<file path="src/rtl/ht_vote_sequencer.sv">
// ht_vote_sequencer
// Sequences the Hough voting phase: clears the accumulator, scans the
// binary edge map in raster order, issues THETA_STEPS votes for every
// edge pixel, then hands the accumulator downstream over ReqOut/AckOut.
//
// state  | meaning
// -------+-----------------------------------------------------------
// START  | entered from reset, all outputs low, next cycle clears
// CLEAR  | ClrEn high, ClrAddr walks 0..ACC_DEPTH-1, one per cycle
// IDLE   | waiting for ReqIn, Busy low
// SCAN   | sample EdgeBit at (PixX, PixY), advance or start voting
// VOTE   | VoteValid high, theta steps on each accepted vote
// FINISH | one-cycle AckIn pulse to the edge-map producer
// DONE   | ReqOut high until AckOut, then clear for the next frame

module ht_vote_sequencer #(
    parameter int MATRIX_N      = 80,
    parameter int MATRIX_M      = 80,
    parameter int COORD_BITS    = 7,
    parameter int THETA_STEPS   = 16,
    parameter int THETA_BITS    = 4,
    parameter int ACC_DEPTH     = 2048,
    parameter int ACC_ADDR_BITS = 11
) (
    input  logic                     Clk,
    input  logic                     Reset,
    input  logic                     ReqIn,
    output logic                     AckIn,
    output logic [COORD_BITS-1:0]    PixX,
    output logic [COORD_BITS-1:0]    PixY,
    input  logic                     EdgeBit,
    output logic                     VoteValid,
    input  logic                     VoteReady,
    output logic [COORD_BITS-1:0]    VoteX,
    output logic [COORD_BITS-1:0]    VoteY,
    output logic [THETA_BITS-1:0]    VoteTheta,
    output logic                     ClrEn,
    output logic [ACC_ADDR_BITS-1:0] ClrAddr,
    output logic                     ReqOut,
    input  logic                     AckOut,
    output logic                     Busy
);

    typedef enum logic [2:0] {
        ST_START  = 3'd0,
        ST_CLEAR  = 3'd1,
        ST_IDLE   = 3'd2,
        ST_SCAN   = 3'd3,
        ST_VOTE   = 3'd4,
        ST_FINISH = 3'd5,
        ST_DONE   = 3'd6
    } state_t;

    // Registered control outputs, loaded together with the state they belong to.
    typedef struct packed {
        logic clr_en;
        logic vote_valid;
        logic ack_in;
        logic req_out;
        logic busy;
    } out_t;

    // Bounds are explicit so counters wrap at the matrix size, not the field width.
    localparam logic [COORD_BITS-1:0]    LAST_X     = COORD_BITS'(MATRIX_N - 1);
    localparam logic [COORD_BITS-1:0]    LAST_Y     = COORD_BITS'(MATRIX_M - 1);
    localparam logic [THETA_BITS-1:0]    LAST_THETA = THETA_BITS'(THETA_STEPS - 1);
    localparam logic [ACC_ADDR_BITS-1:0] LAST_ADDR  = ACC_ADDR_BITS'(ACC_DEPTH - 1);

    state_t                   r_state;
    out_t                     r_out;
    logic [COORD_BITS-1:0]    r_pix_x;
    logic [COORD_BITS-1:0]    r_pix_y;
    logic [COORD_BITS-1:0]    r_vote_x;
    logic [COORD_BITS-1:0]    r_vote_y;
    logic [THETA_BITS-1:0]    r_theta;
    logic [ACC_ADDR_BITS-1:0] r_clr_addr;

    logic                     w_last_pix;
    logic                     w_last_theta;
    logic [COORD_BITS-1:0]    w_next_x;
    logic [COORD_BITS-1:0]    w_next_y;

    // Output pattern for each state; START and IDLE drive everything low.
    function automatic out_t outs_for(input state_t s);
        out_t o;
        o = '0;
        case (s)
            ST_CLEAR:  begin o.clr_en     = 1'b1; o.busy = 1'b1; end
            ST_SCAN:   begin                      o.busy = 1'b1; end
            ST_VOTE:   begin o.vote_valid = 1'b1; o.busy = 1'b1; end
            ST_FINISH: begin o.ack_in     = 1'b1; o.busy = 1'b1; end
            ST_DONE:   begin o.req_out    = 1'b1; o.busy = 1'b1; end
            default:   o = '0;
        endcase
        return o;
    endfunction

    assign w_last_pix   = (r_pix_x == LAST_X) && (r_pix_y == LAST_Y);
    assign w_last_theta = (r_theta == LAST_THETA);

    // Raster-order successor of the current pixel.
    always_comb begin
        w_next_x = r_pix_x + 1'b1;
        w_next_y = r_pix_y;
        if (r_pix_x == LAST_X) begin
            w_next_x = '0;
            w_next_y = r_pix_y + 1'b1;
        end
    end

    // Sequencer FSM: state, counters and registered outputs.
    always_ff @(posedge Clk) begin
        if (!Reset) begin
            r_state    <= ST_START;
            r_out      <= '0;
            r_pix_x    <= '0;
            r_pix_y    <= '0;
            r_vote_x   <= '0;
            r_vote_y   <= '0;
            r_theta    <= '0;
            r_clr_addr <= '0;
        end else begin
            case (r_state)
                ST_START: begin
                    r_clr_addr <= '0;
                    r_state    <= ST_CLEAR;
                    r_out      <= outs_for(ST_CLEAR);
                end

                ST_CLEAR: begin
                    if (r_clr_addr == LAST_ADDR) begin
                        r_clr_addr <= '0;
                        r_state    <= ST_IDLE;
                        r_out      <= outs_for(ST_IDLE);
                    end else begin
                        r_clr_addr <= r_clr_addr + 1'b1;
                    end
                end

                ST_IDLE: begin
                    if (ReqIn) begin
                        r_pix_x <= '0;
                        r_pix_y <= '0;
                        r_state <= ST_SCAN;
                        r_out   <= outs_for(ST_SCAN);
                    end
                end

                ST_SCAN: begin
                    if (EdgeBit) begin
                        // Pixel stays put; it advances once its last vote is taken.
                        r_vote_x <= r_pix_x;
                        r_vote_y <= r_pix_y;
                        r_theta  <= '0;
                        r_state  <= ST_VOTE;
                        r_out    <= outs_for(ST_VOTE);
                    end else if (w_last_pix) begin
                        r_state <= ST_FINISH;
                        r_out   <= outs_for(ST_FINISH);
                    end else begin
                        r_pix_x <= w_next_x;
                        r_pix_y <= w_next_y;
                    end
                end

                ST_VOTE: begin
                    if (VoteReady) begin
                        if (!w_last_theta) begin
                            r_theta <= r_theta + 1'b1;
                        end else if (w_last_pix) begin
                            r_state <= ST_FINISH;
                            r_out   <= outs_for(ST_FINISH);
                        end else begin
                            r_pix_x <= w_next_x;
                            r_pix_y <= w_next_y;
                            r_state <= ST_SCAN;
                            r_out   <= outs_for(ST_SCAN);
                        end
                    end
                end

                ST_FINISH: begin
                    r_pix_x <= '0;
                    r_pix_y <= '0;
                    r_state <= ST_DONE;
                    r_out   <= outs_for(ST_DONE);
                end

                ST_DONE: begin
                    if (AckOut) begin
                        r_clr_addr <= '0;
                        r_state    <= ST_CLEAR;
                        r_out      <= outs_for(ST_CLEAR);
                    end
                end

                default: begin
                    r_state <= ST_START;
                    r_out   <= '0;
                end
            endcase
        end
    end

    assign AckIn     = r_out.ack_in;
    assign VoteValid = r_out.vote_valid;
    assign ClrEn     = r_out.clr_en;
    assign ReqOut    = r_out.req_out;
    assign Busy      = r_out.busy;
    assign PixX      = r_pix_x;
    assign PixY      = r_pix_y;
    assign VoteX     = r_vote_x;
    assign VoteY     = r_vote_y;
    assign VoteTheta = r_theta;
    assign ClrAddr   = r_clr_addr;

endmodule

</file>
<file path="config.mk">
export PLATFORM = sky130hd
export DESIGN_NAME = ht_vote_sequencer
export DESIGN_NICKNAME = d
export VERILOG_FILES = /design/src/rtl/ht_vote_sequencer.sv
export SDC_FILE = /design/constraint.sdc
export NUM_CORES = 1
export LEC_CHECK = 0
export BUFFER_PORTS_ARGS = -buffer_cell sky130_fd_sc_hd__clkbuf_2
export CORE_MARGIN = 10
export CORE_UTILIZATION = 46
export CTS_CLUSTER_SIZE = 14
export DETAILED_ROUTE_END_ITERATION = 8
export GPL_TIMING_DRIVEN = 0
export PLACE_DENSITY = 0.76
export SLEW_MARGIN = 10
export SYNTH_ARGS = -nofsm -noshare
export SYNTH_HDL_FRONTEND = slang
export SYNTH_SLANG_ARGS = --single-unit
</file>
<file path="constraint.sdc">
create_clock -name Clk -period 5.8 [get_ports Clk]
set_clock_uncertainty 0.1 [all_clocks]
set_input_delay 0.29 -clock Clk [delete_from_list [all_inputs] [get_ports Clk]]
set_output_delay 0.29 -clock Clk [all_outputs]
set_load 0.01 [all_outputs]
</file>
==> flow_summary_export.csv <==
group,metric,value,unit
sta,slew_headroom,0.485,
pwr,peakVddDrop,0.000190,V
synthesis,avgSynthCellArea,8.49,µm²
route,vias,2456,
route,wl_per_cell,15.4,µm
synthesis,synthDominantCellAreaShare,0.405,
run_status,run_status,"complete, no violations",
floorplan,dieArea,8840,µm²
floorplan,die_w,94.0,µm
worst_hold_path,min_path_type,"input port to register",
worst_setup_path,cp.arrival,2.83,ns
flow_run,maxCapViolations,0,
global_route,grt_overflow,0,
synthesis,async_reset_ff_frac,0,
synthesis,synth_top_cell_by_area,"dfxtp_1",
place,io_buffers,53,
sta,hold_viol,0,
cells_and_area,syn_to_final_growth,18.7,%
worst_setup_path,crit_required,5.94,ns
clock_network,cts_tree,"done",
synthesis,synth_area,2520,µm²
sta,setup_viol,0,
pwr,powerDensity,321,nW/µm²
route,vias_per_cell,5.74,
clock_network,clk_latency,0.31,ns
synthesis,synth_compound_area_frac,0.218,
route,drt_first_iter_violations,174,
clock_network,cts-resized-gates,0,
clock_network,cts_num_sinks,51,
clock_network,cts_buffer_depth,2,
place,place_congestion,0.860,
route,drc,0,
clock_network,holdBufCountCts,0,
floorplan,die_height,94.0,µm
floorplan,core,5200,µm²
synthesis,yosys_warnings,0,
synthesis,synth-seq-area-share,0.405,
sta,fmax,0.371,GHz
route,dr.pass1.iters,4,
synthesis,synth_top_family_by_area,"simple AND/OR/NAND/NOR gates",
worst_setup_path,path_max_fanout,10,
route,wl,6610,µm
synthesis,synth_edf_count,0,
worst_setup_path,critPathCaptureType,"register",
sta,hold_ws,0.201,ns
sta,min_period,2.69,ns
global_route,grt_start_max_net_pins,16,
clock_network,cts_setup_buffers,0,
synthesis,synth-simple-area-share,0.269,
route,drtAntennaViolNets,0,
global_route,grt_pass1_vias,2284,
cells_and_area,design_area,2990,µm²
synthesis,yosys_register_bits,51,
synthesis,synth_xor_area_frac,0.0382,
route,dr_wl_met2,2960,µm
cells_and_area,nets,367,
synthesis,synthMuxAreaShare,0.0119,
route,wl_met3,548,µm
clock_network,clk_pin_slew,0.09,ns
clock_network,clk_root_buffer_cell,"clkbuf_8",
worst_setup_path,startpoint_type,"register",
synthesis,ys_types,58,
cells_and_area,drive_gt1_frac,0.212,
synthesis,synth.top_cells.by_count,"dfxtp_1 (51), nand2_1 (39), a21oi_1 (29)",
route,wl_met1,3040,µm
global_route,antenna_found_initial,0,
sta,grt_setup_unrepaired,"false",
synthesis,yosysMostFrequentCell,"dfxtp_1",
sta,setup_tns,0,ns
place,hpwl,4860,µm
clock_network,htree_levels,2,
synthesis,syn-num-nets,307,
global_route,grt_pass1_wl,10900,µm
floorplan,rows,26,
sta,period_share,0.465,
place,placed_area,2870,µm²
pwr,leakage,1.14,nW
route,maxUsedRoutingLayer,"met4",
clock_network,numCtsBuffers,5,
synthesis,ys.flop_type,"dfxtp_1",
synthesis,synthTopCellsByArea,"dfxtp_1 (40%), nand2_1 (5.8%), a21oi_1 (5.8%)",
cells_and_area,n_antenna_cell,0,
sta,maxSlewViolCount,0,
global_route,grt_usage,0.148,
floorplan,start_util,0.484,
synthesis,synthAdderAreaFrac,0.0199,
floorplan,io_pins,54,
synthesis,synthCells,297,
sta,worst_pin_slew,0.761,ns
worst_setup_path,criticalPathCategory,"register to register",
## logic make-up after synthesis
logic type	Yosys count
buffers and inverters	22
AND/OR/NAND/NOR	125
multiplexers	3
AO/OA/AOI/OAI	81
XOR/XNOR	11
adder cells (fa/ha/maj)	4
flip-flops	51
## final timing paths
| kind | start | to | slack [ns] | depth (start not counted) |
|---|---|---|---|---|
| worst min register to register | VoteY[2]$_SDFFE_PN0P_ | VoteY[2]$_SDFFE_PN0P_ | 0.36 | 2 |
| worst min-delay path | Reset | PixY[2]$_SDFFE_PN0P_ | 0.20 | 3 |
| worst max-delay path | r_state[0]$_SDFFE_PN0P_ | PixX[2]$_SDFFE_PN0P_ | 3.11 | 9 |
| worst max register to register | r_state[0]$_SDFFE_PN0P_ | PixX[2]$_SDFFE_PN0P_ | 3.11 | 9 |
## sequential cells by signal (all words and copies together) (netlist names)
signal,flops
AckIn,1
r_state,3
VoteTheta,4
VoteX,7
PixY,7
Busy,1
PixX,7
ClrAddr,11
ClrEn,1
VoteValid,1
VoteY,7
ReqOut,1
## final cells by class
| cell class | instances | area (µm²) |
|---|---|---|
| inverter | 2 | 7.51 |
| timing repair buffer | 53 | 265 |
| clock buffer | 6 | 82.6 |
| sequential | 51 | 1020 |
| clock inverter | 2 | 35.0 |
| fill | 495 | 2210 |
| multi-input combinational | 224 | 1400 |
| tap | 70 | 87.6 |
| buffer | 20 | 88.8 |
## cells in the final DEF, fill, tap and decap left out, types with 8 or more instances in the layout
cell,count
clkbuf_1,13
o21ai_0,11
a21oi_1,29
o311ai_1,8
clkbuf_2,53
nor2_1,26
nand2_1,39
dfxtp_1,51
nand3_1,9
## through the flow
stage / total power [mW] / util / instances / worst slack (ns)
finish: 0.961 / 0.575 / 428 / 3.11
CTS: 0.964 / 0.575 / 428 / 3.14
detailed placement: 0.710 / 0.552 / 420 / 3.15
global route: 1.02 / 0.575 / 428 / 2.82
floorplan: 0.624 / - / 297 / 3.47
global placement: 0.705 / 0.552 / 420 / 3.20
## metal layers
| layer | track usage | vias up |
|---|---|---|
| li1 | - | 1227 |
| met1 | 0.196 | 1144 |
| met5 | 0 | - |
| met4 | 0.0570 | 0 |
| met2 | 0.218 | 79 |
| met3 | 0.0472 | 6 |
## report_power, final
| part | total (mW) | switching (mW) | leakage, nW | internal [mW] |
|---|---|---|---|---|
| Sequential | 0.395 | 0.0202 | 0.412 | 0.375 |
| Clock | 0.254 | 0.114 | 0.0612 | 0.140 |
| Combinational | 0.311 | 0.206 | 0.666 | 0.105 |
| Total | 0.961 | 0.341 | 1.14 | 0.620 |
## critical path, cell delays in order, from the launching register on
cell and delay, ns:
dfxtp_1 0.31, clkbuf_1 0.33, and3b_1 0.20, buf_2 0.16
nand2_1 0.22, nand2_1 0.23, clkbuf_1 0.39, clkbuf_1 0.40
o31ai_1 0.13, a21oi_1 0.16
No activity file was read; power rests on OpenSTA's default activity.
